[config.mk]
export PLATFORM = sky130hd
export DESIGN_NAME = ucode_sequencer_flat
export DESIGN_NICKNAME = d
export VERILOG_FILES = /design/src/rtl/ucode_sequencer_pkg.sv /design/src/rtl/ucode_sequencer_if.sv /design/src/rtl/ucode_sequencer_upc_ctr.sv /design/src/rtl/ucode_sequencer.sv /design/src/flat_wrapper.sv
export SDC_FILE = /design/constraint.sdc
export NUM_CORES = 1
export LEC_CHECK = 0
export CORE_MARGIN = 2
export CORE_UTILIZATION = 43
export CTS_BUF_LIST = sky130_fd_sc_hd__clkbuf_8
export CTS_CLUSTER_SIZE = 10
export DETAILED_ROUTE_END_ITERATION = 10
export PLACE_DENSITY_LB_ADDON = 0.05
export SKIP_CTS_REPAIR_TIMING = 1
export SLEW_MARGIN = 10
export SYNTH_ARGS = -nofsm -noshare
export SYNTH_HDL_FRONTEND = slang
export SYNTH_SLANG_ARGS = --single-unit
export TNS_END_PERCENT = 10
[constraint.sdc]
create_clock -name clk -period 11.2 [get_ports clk]
set_clock_uncertainty 0.1 [all_clocks]
set_input_delay 2.8 -clock clk [delete_from_list [all_inputs] [get_ports clk]]
set_output_delay 2.8 -clock clk [all_outputs]
set_load 0.02 [all_outputs]
[src/rtl/ucode_sequencer_pkg.sv]
// Shared microcode definitions: field positions, sequencer states, fixed table addresses.
// The microcode generator script mirrors these values.
package ucode_sequencer_pkg;

    localparam int unsigned UPC_W  = 7;
    localparam int unsigned CTRL_W = 60;
    localparam int unsigned OP_W   = 8;
    localparam int unsigned TBL_W  = 9;

    localparam int unsigned LAST_BIT  = 59;
    localparam int unsigned CBPFX_BIT = 58;
    localparam int unsigned HALT_BIT  = 57;

    localparam logic [UPC_W-1:0] IRQ_ENTRY = 7'h7E;
    localparam logic [OP_W-1:0]  CB_BASE   = 8'hDD;

    typedef enum logic [1:0] {
        ST_FETCH    = 2'd0,
        ST_EXEC     = 2'd1,
        ST_CB_FETCH = 2'd2,
        ST_HALTED   = 2'd3
    } seq_state_e;

    // One subop word: three sequencing flags on top of raw datapath controls.
    typedef struct packed {
        logic        last;
        logic        cbpfx;
        logic        halt;
        logic [56:0] dp;
    } subop_t;

    // Entry-table row for a CB-page opcode.
    function automatic logic [TBL_W-1:0] cb_index(input logic [OP_W-1:0] op);
        return TBL_W'(CB_BASE) + TBL_W'(op);
    endfunction

endpackage

[src/rtl/ucode_sequencer_if.sv]
// Fetch, microcode-store and datapath signals of the sequencer.
// master = the sequencer, slave = fetch/tables/datapath side.
interface ucode_sequencer_if;
    import ucode_sequencer_pkg::*;

    logic              op_valid;
    logic [OP_W-1:0]   op_byte;
    logic              op_ready;
    logic [TBL_W-1:0]  tbl_index;
    logic [UPC_W-1:0]  tbl_entry;
    logic [UPC_W-1:0]  upc;
    logic [CTRL_W-1:0] subop;
    logic [CTRL_W-1:0] ctrl;
    logic              mem_wait;
    logic              irq_pending;
    logic              ime;
    logic              irq_ack;
    logic              halted;

    modport master (
        input  op_valid, op_byte, tbl_entry, subop, mem_wait, irq_pending, ime,
        output op_ready, tbl_index, upc, ctrl, irq_ack, halted
    );

    modport slave (
        output op_valid, op_byte, tbl_entry, subop, mem_wait, irq_pending, ime,
        input  op_ready, tbl_index, upc, ctrl, irq_ack, halted
    );

endinterface

[src/rtl/ucode_sequencer_upc_ctr.sv]
// Micro-PC register: load has priority over increment, otherwise hold.
module ucode_sequencer_upc_ctr
    import ucode_sequencer_pkg::*;
(
    input  logic             clk,
    input  logic             rst,
    input  logic             load,
    input  logic [UPC_W-1:0] load_val,
    input  logic             inc,
    output logic [UPC_W-1:0] upc
);

    always_ff @(posedge clk or posedge rst) begin
        if (rst) begin
            upc <= '0;
        end else if (load) begin
            upc <= load_val;
        end else if (inc) begin
            upc <= upc + UPC_W'(1);
        end
    end

endmodule

[src/rtl/ucode_sequencer.sv]
// Microcode sequencer: opcode -> entry table -> subop words -> registered control word.
// Handles CB prefix, HALT, memory-wait stalls and interrupt entry at instruction boundaries.
module ucode_sequencer
    import ucode_sequencer_pkg::*;
(
    input  logic           clk,
    input  logic           rst,
    ucode_sequencer_if.master bus
);

    seq_state_e        state_q;
    seq_state_e        state_d;
    logic [CTRL_W-1:0] ctrl_q;
    logic [CTRL_W-1:0] ctrl_d;
    logic              halted_q;
    logic              upc_load;
    logic [UPC_W-1:0]  upc_load_val;
    logic              upc_inc;
    logic              take_irq;
    logic              fetch_open;
    subop_t            word;

    assign word = bus.subop;

    ucode_sequencer_upc_ctr u_upc_ctr (
        .clk      (clk),
        .rst      (rst),
        .load     (upc_load),
        .load_val (upc_load_val),
        .inc      (upc_inc),
        .upc      (bus.upc)
    );

    // State, control word and halt flag registers.
    always_ff @(posedge clk or posedge rst) begin
        if (rst) begin
            state_q  <= ST_FETCH;
            ctrl_q   <= '0;
            halted_q <= 1'b0;
        end else begin
            state_q  <= state_d;
            ctrl_q   <= ctrl_d;
            halted_q <= (state_d == ST_HALTED);
        end
    end

    // Next state, next control word and micro-PC commands.
    always_comb begin
        state_d      = state_q;
        ctrl_d       = '0;
        upc_load     = 1'b0;
        upc_load_val = bus.tbl_entry;
        upc_inc      = 1'b0;
        take_irq     = 1'b0;
        fetch_open   = 1'b0;

        case (state_q)
            ST_FETCH: begin
                if (bus.ime && bus.irq_pending) begin
                    take_irq     = 1'b1;
                    upc_load     = 1'b1;
                    upc_load_val = IRQ_ENTRY;
                    state_d      = ST_EXEC;
                end else begin
                    fetch_open = 1'b1;
                    if (bus.op_valid) begin
                        upc_load = 1'b1;
                        state_d  = ST_EXEC;
                    end
                end
            end
            ST_EXEC: begin
                // A waiting cycle freezes everything; flags are only honoured once it clears.
                if (bus.mem_wait) begin
                    ctrl_d = ctrl_q;
                end else begin
                    ctrl_d = word;
                    if (word.cbpfx) begin
                        state_d = ST_CB_FETCH;
                    end else if (word.halt) begin
                        state_d = ST_HALTED;
                    end else if (word.last) begin
                        state_d = ST_FETCH;
                    end else begin
                        upc_inc = 1'b1;
                    end
                end
            end
            ST_CB_FETCH: begin
                fetch_open = 1'b1;
                if (bus.op_valid) begin
                    upc_load = 1'b1;
                    state_d  = ST_EXEC;
                end
            end
            ST_HALTED: begin
                if (bus.irq_pending) begin
                    state_d = ST_FETCH;
                end
            end
            default: begin
                state_d = ST_FETCH;
            end
        endcase
    end

    assign bus.tbl_index = (state_q == ST_CB_FETCH) ? cb_index(bus.op_byte)
                                                    : TBL_W'(bus.op_byte);
    assign bus.op_ready  = fetch_open && !rst;
    assign bus.irq_ack   = take_irq && !rst;
    assign bus.ctrl      = ctrl_q;
    assign bus.halted    = halted_q;

endmodule

[src/flat_wrapper.sv]
// flat-port wrapper written by rule: the top's interface ports become plain ports
module ucode_sequencer_flat import ucode_sequencer_pkg::*;
  (clk, rst, bus_op_valid, bus_op_byte, bus_tbl_entry, bus_subop, bus_mem_wait, bus_irq_pending, bus_ime, bus_op_ready, bus_tbl_index, bus_upc, bus_ctrl, bus_irq_ack, bus_halted);
  ucode_sequencer_if bus_i ();
  input  logic clk;
  input  logic rst;
  input wire logic [$bits(bus_i.op_valid)-1:0] bus_op_valid;
  input wire logic [$bits(bus_i.op_byte)-1:0] bus_op_byte;
  input wire logic [$bits(bus_i.tbl_entry)-1:0] bus_tbl_entry;
  input wire logic [$bits(bus_i.subop)-1:0] bus_subop;
  input wire logic [$bits(bus_i.mem_wait)-1:0] bus_mem_wait;
  input wire logic [$bits(bus_i.irq_pending)-1:0] bus_irq_pending;
  input wire logic [$bits(bus_i.ime)-1:0] bus_ime;
  output wire logic [$bits(bus_i.op_ready)-1:0] bus_op_ready;
  output wire logic [$bits(bus_i.tbl_index)-1:0] bus_tbl_index;
  output wire logic [$bits(bus_i.upc)-1:0] bus_upc;
  output wire logic [$bits(bus_i.ctrl)-1:0] bus_ctrl;
  output wire logic [$bits(bus_i.irq_ack)-1:0] bus_irq_ack;
  output wire logic [$bits(bus_i.halted)-1:0] bus_halted;
  assign bus_i.op_valid = bus_op_valid;
  assign bus_i.op_byte = bus_op_byte;
  assign bus_i.tbl_entry = bus_tbl_entry;
  assign bus_i.subop = bus_subop;
  assign bus_i.mem_wait = bus_mem_wait;
  assign bus_i.irq_pending = bus_irq_pending;
  assign bus_i.ime = bus_ime;
  assign bus_op_ready = bus_i.op_ready;
  assign bus_tbl_index = bus_i.tbl_index;
  assign bus_upc = bus_i.upc;
  assign bus_ctrl = bus_i.ctrl;
  assign bus_irq_ack = bus_i.irq_ack;
  assign bus_halted = bus_i.halted;
  ucode_sequencer u_core (.clk(clk), .rst(rst), .bus(bus_i));
endmodule
==> impl_metrics.toml, run 1 <==
[final_layout]
diodes = 0
stdcell_count = 465
drive_gt1_frac = 0.06959
num-nets-final = 467
area_delta_synth_final_pct = 64.76

[pwr]
p_leak_uw = 0.002077
p_clk_frac = 0.208
vdd_drop_max_uv = 134.5
p_comb_frac = 0.438
p_seq_frac = 0.354
p_per_area_mw_per_mm2 = 224.7
p_sw_uw = 385.9
internal_power_uw = 684.0
swShare = 0.3607

[worst_setup_path]
end_kind = "primary output"
startpoint_type = "primary input"
crit_chain = "clkdlybuf4s50_1 > or3_1 > a21o_1 > a211oi_2 > xor2_1 > clkdlybuf4s50_1"
path_delay_family = "buffers and inverters"
worst_path_largest_cell_delay_ns = 0.63
worst-endpoint-required_ns = 8.30
cp_common_cell = "clkdlybuf4s50_1"
crit_type = "primary input to primary output"
worst_path_max_delay_cell = "clkdlybuf4s50_1"
critPathMaxFanout = 3
critical_path_arrival_ns = 4.85
worst-path-buf-inv = 2

[placed_design]
dp_hpwl_mm = 5.585
gp_congestion = 0.7394
dp.cells = 450
io_buffers = 159
post-place-ws_ns = 3.402

[sta]
tns_ns = 0
post-route-period-util = 0.6920
slew_headroom = 0.4163
setup_violations = 0
max_freq_mhz = 129.0
slew_viol_final = 0
worst_pin_slew_ns = 0.8756
rsz0062_at_grt = "false"
period_needed_ns = 7.751
setup_ws_ns = 3.449
finalHoldViolCount = 0

[drt]
via_count = 2496
drc_errors = 0
routed_wl_mm = 7.702
wl_per_cell_um = 16.56
viasPerCell = 5.368
dr.pass1.iters = 4
ant_nets = 0
drtIter0Drc = 164

[synthesis]
ys_types = 36
synth_mux_area_frac = 0.007359
synth_adder_area_share = 0.008658
synthXorXnorAreaFrac = 0.03636
synth_top_family_by_area = "compound AO/OA/AOI/OAI gates"
ys_seq_area_frac = 0.6061
synth_compound_area_frac = 0.2268
synthArstFlopShare = 1.000
postSynthAreaPerCell_sq_um = 12.90
synth_edf_count = 0
synthCells = 224
yosys_register_bits = 70
synthesis.area_sq_mm = 0.002890
yosys_most_used_dff = "dfrtp_1"
yosysWarnings = 0
synth_fp_nets = 307
synthSimpleGateAreaFrac = 0.08615

[global_routing]
antenna_found_initial = 0
overflow = 0
grt_max_degree = 72
grtUsageTotal = 0.2096
grt_pass1_vias = 2501
grt_pass1_wl_mm = 12.16

[clock_network]
cts.path.max_buffers = 2
cts.reportedPaths.clkPinSlew_ns = 0.06
htreeDepth = 3
cts-buffers-inserted = 9
clock_latency_ns = 0.33
cts_root_buffer = "clkbuf_8"
clock_sinks = 70
cts_tree = "built"

[floorplanning]
die_y_um = 85.99
core-area_sq_mm = 0.006422
num_io_pins = 160
die_w_um = 85.99
start_util = 0.4500
fp-row-count = 29
die_area_sq_mm = 0.007393

[run_status]
outcome = "finished clean"

[job]
maxCapViolations = 0

[hold_path]
hp-class = "flop to flop"
[cells in the final DEF, fill, tap and decap left out, drive strengths merged]
cell type / count
a211oi: 3
a21o: 1
a21oi: 9
a22o: 60
and2: 1
and3: 3
buf: 3
bufinv: 2
clkbuf: 10
clkdlybuf4s50: 159
clkinv: 2
dfrtp: 70
ha: 2
inv: 4
mux2: 1
mux2i: 1
nand2: 7
nand3: 3
nand3b: 2
nand4: 2
nor2: 10
nor2b: 3
nor3: 4
nor3b: 2
nor4: 2
nor4b: 2
o211ai: 1
o21ai: 4
o221ai: 1
o311ai: 1
or3: 1
xnor2: 2
xor2: 10
[metrics by stage]
stage | util | cell area [sq um] | total power, uW | hold WS [ns]
2_1_floorplan | - | 2890 | 627.5 | 0.5137
4_1_cts | 0.7415 | 4762 | 1080 | 0.4095
6_report | 0.7415 | 4762 | 1070 | 0.4021
5_1_grt | 0.7415 | 4762 | 1128 | 0.4173
3_3_place_gp | 0.7072 | 4542 | 847.2 | 0.3866
3_5_place_dp | 0.7072 | 4542 | 853.2 | 0.3898
[flip-flops by register name, summed over array words and instances, names as in the netlist]
| signal | flops |
|---|---|
| u_core.bus.ctrl | 60 |
| u_core.u_upc_ctr.upc | 7 |
| u_core.state_q | 2 |
| u_core.bus.halted | 1 |
[cell usage after synthesis, drive strengths merged, types with 2 or more instances]
cell,n,area (sq um)
buf,13,71.32
nor3b,2,20.02
ha,2,25.02
xor2,10,87.58
a21oi,9,45.04
and3,3,18.77
nor2b,3,18.77
nor4b,2,32.53
nand4,2,12.51
nand2,7,28.78
dfrtp,70,1752
a211oi,3,32.53
nor2,10,37.54
xnor2,2,17.52
nand3b,2,15.01
nand3,3,15.01
inv,3,11.26
a22o,60,525.5
o21ai,4,20.02
nor4,2,12.51
nor3,4,25.02
[path summary, 6_finish.rpt]
check | from | endpoint | slack [ns] | cells past startpoint
setup / recovery | bus_op_byte[3] | bus_tbl_index[7] | 3.45 | 6
hold / removal | u_core.bus.ctrl[58] | u_core.bus.ctrl[58] | 0.40 | 1
setup reg to reg | u_core.state_q[0] | u_core.bus.ctrl[31] | 8.97 | 4
hold reg to reg | u_core.bus.ctrl[58] | u_core.bus.ctrl[58] | 0.40 | 1
max in group asynchronous | rst | u_core.u_upc_ctr.upc[5] | 7.43 | 3
min in group asynchronous | rst | u_core.bus.ctrl[54] | 2.97 | 3
[layout make-up]
class | count | area [sq um]
clock inverters | 5 | 82.58
fillers | 482 | 1660
flip-flops and latches | 70 | 1752
clock buffers | 10 | 137.6
well taps | 77 | 96.34
multi-input cells | 138 | 1069
inverters | 3 | 11.26
repair buffers | 162 | 1614
[cell families after synthesis]
kind of cell,Yosys count
xor+xnor,12
fa+ha+maj,2
simple gates,42
mux,2
buf+inv,16
compound gates,80
flops,70
[power groups by stage]
stage	clock [uW]	sequential (uW)	combinational [uW]
detailed placement	0	383	470
CTS	228	379	473
global placement	0	380	467
floorplan	0	458	170
global route	239	388	501
finish	222	379	469
[per-layer routing]
layer  up-vias  global-route usage  part of all wire
li1       1165                   -                 -
met4         0             0.05483            0.0097
met1      1225              0.2685              0.42
met2       100              0.3411              0.49
met5         -                   0                 0
met3         6             0.07218             0.078
No activity file was read; power rests on OpenSTA's default activity.
==> run 2, diff against run 1 <==
CORE_UTILIZATION = 40   (was 43)
clock period = 8.01 ns   (was 11.2 ns; I/O delays follow)
==> run 2 against run 1 <==
- utilization decreased by 5.5 points
- sequential power is 39% higher
- via count decreased by 0.44%
- die area increased by 7.1%
- largest cell class unchanged
- wire length shrank 0.48%
- worst hold slack better by 0.0040 ns
==> impl_metrics.toml, run 2 (same netlist as run 1, synthesis figures left out) <==
[clock_network]
clock_sinks = 70
cts_root_buffer = "clkbuf_8"
cts_tree = "built"
htreeDepth = 3
cts.path.max_buffers = 2
clock_latency_ns = 0.34
cts-buffers-inserted = 9
cts.reportedPaths.clkPinSlew_ns = 0.07

[sta]
slew_viol_final = 0
rsz0062_at_grt = "false"
tns_ns = 0
slew_headroom = 0.4223
period_needed_ns = 6.172
setup_violations = 0
max_freq_mhz = 162.0
worst_pin_slew_ns = 0.8666
post-route-period-util = 0.7705
finalHoldViolCount = 0

[job]
maxCapViolations = 0

[global_routing]
overflow = 0
grt_max_degree = 71
antenna_found_initial = 0
grt_pass1_vias = 2337
grt_pass1_wl_mm = 11.79
grtUsageTotal = 0.1941

[floorplanning]
die_area_sq_mm = 0.007922
core-area_sq_mm = 0.006907
num_io_pins = 160
die_y_um = 89.01
start_util = 0.4185
fp-row-count = 30
die_w_um = 89.01

[hold_path]
holdPathEnd = "u_core.bus.ctrl[33]"
hp-class = "flop to flop"
min_from = "u_core.bus.ctrl[33]"
hold_depth = 1

[run_status]
outcome = "finished clean"

[worst_setup_path]
worst_path_largest_cell_delay_ns = 0.63
end_kind = "primary output"
worst-path-buf-inv = 2
critPathMaxFanout = 2
cp_common_cell = "clkdlybuf4s50_1"
worst_path_max_delay_cell = "clkdlybuf4s50_1"
r2r_start = "u_core.state_q[0]"
crit_chain = "clkdlybuf4s50_1 > or3_1 > a21o_1 > a211oi_2 > xor2_1 > clkdlybuf4s50_1"
startpoint_type = "primary input"
path_delay_family = "buffers and inverters"
crit_type = "primary input to primary output"
reg2reg_slack_ns = 6.10
ff2ff_path_depth = 5
r2r-end = "u_core.state_q[0]"
critical_path_arrival_ns = 4.07
worst-endpoint-required_ns = 5.91

[pwr]
p_per_area_mw_per_mm2 = 303.2
vdd_drop_max_uv = 157.4
p_leak_uw = 0.002045
finalPower_uw = 1437

[final_layout]
num-nets-final = 467
largest_reg_flops = 60
area_delta_synth_final_pct = 63.98
fillers = 562
drive_gt1_frac = 0.06959
fin_util = 0.6862
final_cell_mix = "159 x clkdlybuf4s50_1, 70 x dfrtp_1, 60 x a22o_1"
stdcell_count = 484
layout_commonest_cell = "clkdlybuf4s50_1"
diodes = 0

[placed_design]
gp_congestion = 0.8014
io_buffers = 159
dp.cells = 469
dp_hpwl_mm = 5.296

[drt]
dr.pass1.iters = 4
via_count = 2485
ant_nets = 0
drtIter0Drc = 122
wl_per_cell_um = 15.84
routed_wl_mm = 7.665
drc_errors = 0
viasPerCell = 5.134
==> run 2: power by group <==
| part | switching [uW] | internal, uW |
|---|---|---|
| clock | 134 | 119 |
| combinational | 336 | 320 |
| sequential | 75.5 | 453 |
==> run 2: stage by stage <==
step / worst slack [ns] / area [sq um] / hold WS (ns)
detailed placement: 1.840 / 4566 / 0.3898
floorplan: 1.974 / 2890 / 0.5137
global route: 1.748 / 4740 / 0.4173
global placement: 1.899 / 4566 / 0.3875
finish: 1.838 / 4740 / 0.4061
CTS: 1.822 / 4740 / 0.4097
==> run 2: layer usage <==
layer  wire length (um)  track usage  share of wire
met1               3503       0.2708           0.46
met2               3475       0.2883           0.45
met3                588      0.05448          0.077
met4                 97      0.07734          0.013
met5                  0            0              0
==> run 2: how the worst max path moves through the flow <==
stage / from / end / slack [ns] / cells past startpoint
floorplan: rst / bus_op_ready / 1.97 / 2
global route: bus_op_byte[3] / bus_tbl_index[7] / 1.75 / 6
CTS: bus_op_byte[4] / bus_tbl_index[7] / 1.82 / 6
global placement: bus_op_byte[3] / bus_tbl_index[7] / 1.90 / 6
detailed placement: bus_op_byte[4] / bus_tbl_index[7] / 1.84 / 6
finish: bus_op_byte[4] / bus_tbl_index[7] / 1.84 / 6
==> run 2: final cells by class <==
| cell class | count | area [sq um] | share of cell area |
|---|---|---|---|
| sequential | 70 | 1752 | 0.3696 |
| tap | 96 | 120.1 | 0.02534 |
| multi-input combinational | 138 | 1069 | 0.2254 |
| timing repair buffer | 162 | 1614 | 0.3405 |
| clock inverter | 5 | 36.28 | 0.007656 |
| inverter | 3 | 11.26 | 0.002376 |
| clock buffer | 10 | 137.6 | 0.02904 |
==> run 3, diff against run 2 <==
clock period = 6.25 ns   (was 8.01 ns; I/O delays follow)
==> run 3 against run 2 <==
- worst setup slack lost 0.88 ns
- combinational power is 28% higher
- total power increased by 37%
- utilization is 1.2 points higher
- cell count grew 0.41%
- global-route usage fell by 0.28 points
- first-iteration DRC count is 20% lower
- worst hold slack improved by 0.00052 ns
- highest routed layer unchanged
==> impl_metrics.toml, run 3 (same netlist as run 1, synthesis figures left out) <==
[run_status]
outcome = "finished clean"

[final_layout]
final_cell_area_sq_mm = 0.004821
stdcell_count = 486
fillers = 563
drive_gt1_frac = 0.07179
final_cell_mix = "159 x clkdlybuf4s50_1, 70 x dfrtp_1, 60 x a22o_1"
area_delta_synth_final_pct = 66.80
layout_commonest_cell = "clkdlybuf4s50_1"
largest_reg_flops = 60
diodes = 0
num-nets-final = 468
fin_util = 0.6980

[pwr]
vdd_drop_max_uv = 212.1
p_leak_uw = 0.002094
p_per_area_mw_per_mm2 = 407.0

[worst_setup_path]
startpoint_type = "primary input"
worst_path_largest_cell_delay_ns = 0.62
crit_type = "primary input to primary output"
critical_path_arrival_ns = 3.62
worst-path-buf-inv = 2
crit_chain = "clkdlybuf4s50_1 > or3_1 > a21o_1 > a211oi_2 > xor2_1 > clkdlybuf4s50_1"
cp_common_cell = "clkdlybuf4s50_1"
end_kind = "primary output"
path_delay_family = "buffers and inverters"
critPathMaxFanout = 2
worst-endpoint-required_ns = 4.59
worst_path_max_delay_cell = "clkdlybuf4s50_1"

[floorplanning]
core-area_sq_mm = 0.006907
start_util = 0.4185
die_y_um = 89.01
die_w_um = 89.01
fp-row-count = 30
num_io_pins = 160
die_area_sq_mm = 0.007922

[clock_network]
cts_root_buffer = "clkbuf_8"
clock_sinks = 70
cts.path.max_buffers = 2
cts-buffers-inserted = 9
htreeDepth = 3
clock_latency_ns = 0.32
cts_tree = "built"
cts.reportedPaths.clkPinSlew_ns = 0.07

[sta]
setup_violations = 0
post-route-period-util = 0.8459
max_freq_mhz = 189.1
worst_pin_slew_ns = 1.100
tns_ns = 0
period_needed_ns = 5.287
rsz0062_at_grt = "false"
slew_headroom = 0.2641
finalHoldViolCount = 0
slew_viol_final = 0

[drt]
ant_nets = 0
dr.pass1.iters = 4
viasPerCell = 5.084
drtIter0Drc = 97
wl_per_cell_um = 15.98
drc_errors = 0
via_count = 2471
routed_wl_mm = 7.768

[global_routing]
grtUsageTotal = 0.1912
grt_pass1_wl_mm = 11.70
grt_pass1_vias = 2358
overflow = 0
grt_max_degree = 71
antenna_found_initial = 0

[placed_design]
placed_cell_area_sq_mm = 0.004573
io_buffers = 159
dp_hpwl_mm = 5.489
gp_congestion = 0.7841
dp.cells = 470

[hold_path]
hp-class = "flop to flop"

[job]
maxCapViolations = 0
## run 3: cell count changes in the layout (fill, tap and decap cells not counted), sizes merged
cell,before,now
bufinv,0,3
clkinvlp,3,1
buf,3,4
clkinv,2,1
inv,3,4
## run 3: layer usage
layer  part of all wire  up-vias  global-route usage  wire length [um]
li1                   -     1171                   -                 -
met1               0.46     1196              0.2652              3555
met2               0.47       94              0.2944              3622
met3              0.066       10             0.05817               515
met4             0.0097        0             0.05156                75
met5                  0        -                   0                 0
## run 3: final cells by class
cell class	instances	area, sq um	area share
Sequential cell	70	1752	0.3634
Timing Repair Buffer	163	1622	0.3364
Multi-Input combinational cell	138	1069	0.2216
Clock buffer	10	137.6	0.02855
Tap cell	96	120.1	0.02492
Clock inverter	6	110.1	0.02284
Inverter	3	11.26	0.002336
## run 3: final timing paths
check                                    start  cells after the start             endpoint  slack (ns)
max                             bus_op_byte[4]                      6     bus_tbl_index[7]        0.96
min                        u_core.bus.ctrl[57]                      1  u_core.bus.ctrl[57]        0.41
max reg2reg                  u_core.state_q[1]                      3  u_core.bus.ctrl[18]        3.85
min reg2reg                u_core.bus.ctrl[57]                      1  u_core.bus.ctrl[57]        0.41
max in group asynchronous                  rst                      3   u_core.bus.ctrl[9]        3.73
min in group asynchronous                  rst                      3    u_core.state_q[1]        1.77
## run 3: power by group
part	internal, uW	switching, uW	total, uW
Combinational	413	429	842
Sequential	581	98.8	680
Clock	275	165	440
Total	1270	693	1960
## run 3: through the flow
stage	power [uW]	setup slack [ns]	hold WS, ns
6_report	1962	0.9630	0.4067
5_1_grt	2071	0.9020	0.4187
4_1_cts	1982	0.9721	0.4095
3_5_place_dp	1535	0.9879	0.3898
3_3_place_gp	1524	1.017	0.3873
2_1_floorplan	1124	1.094	0.5137
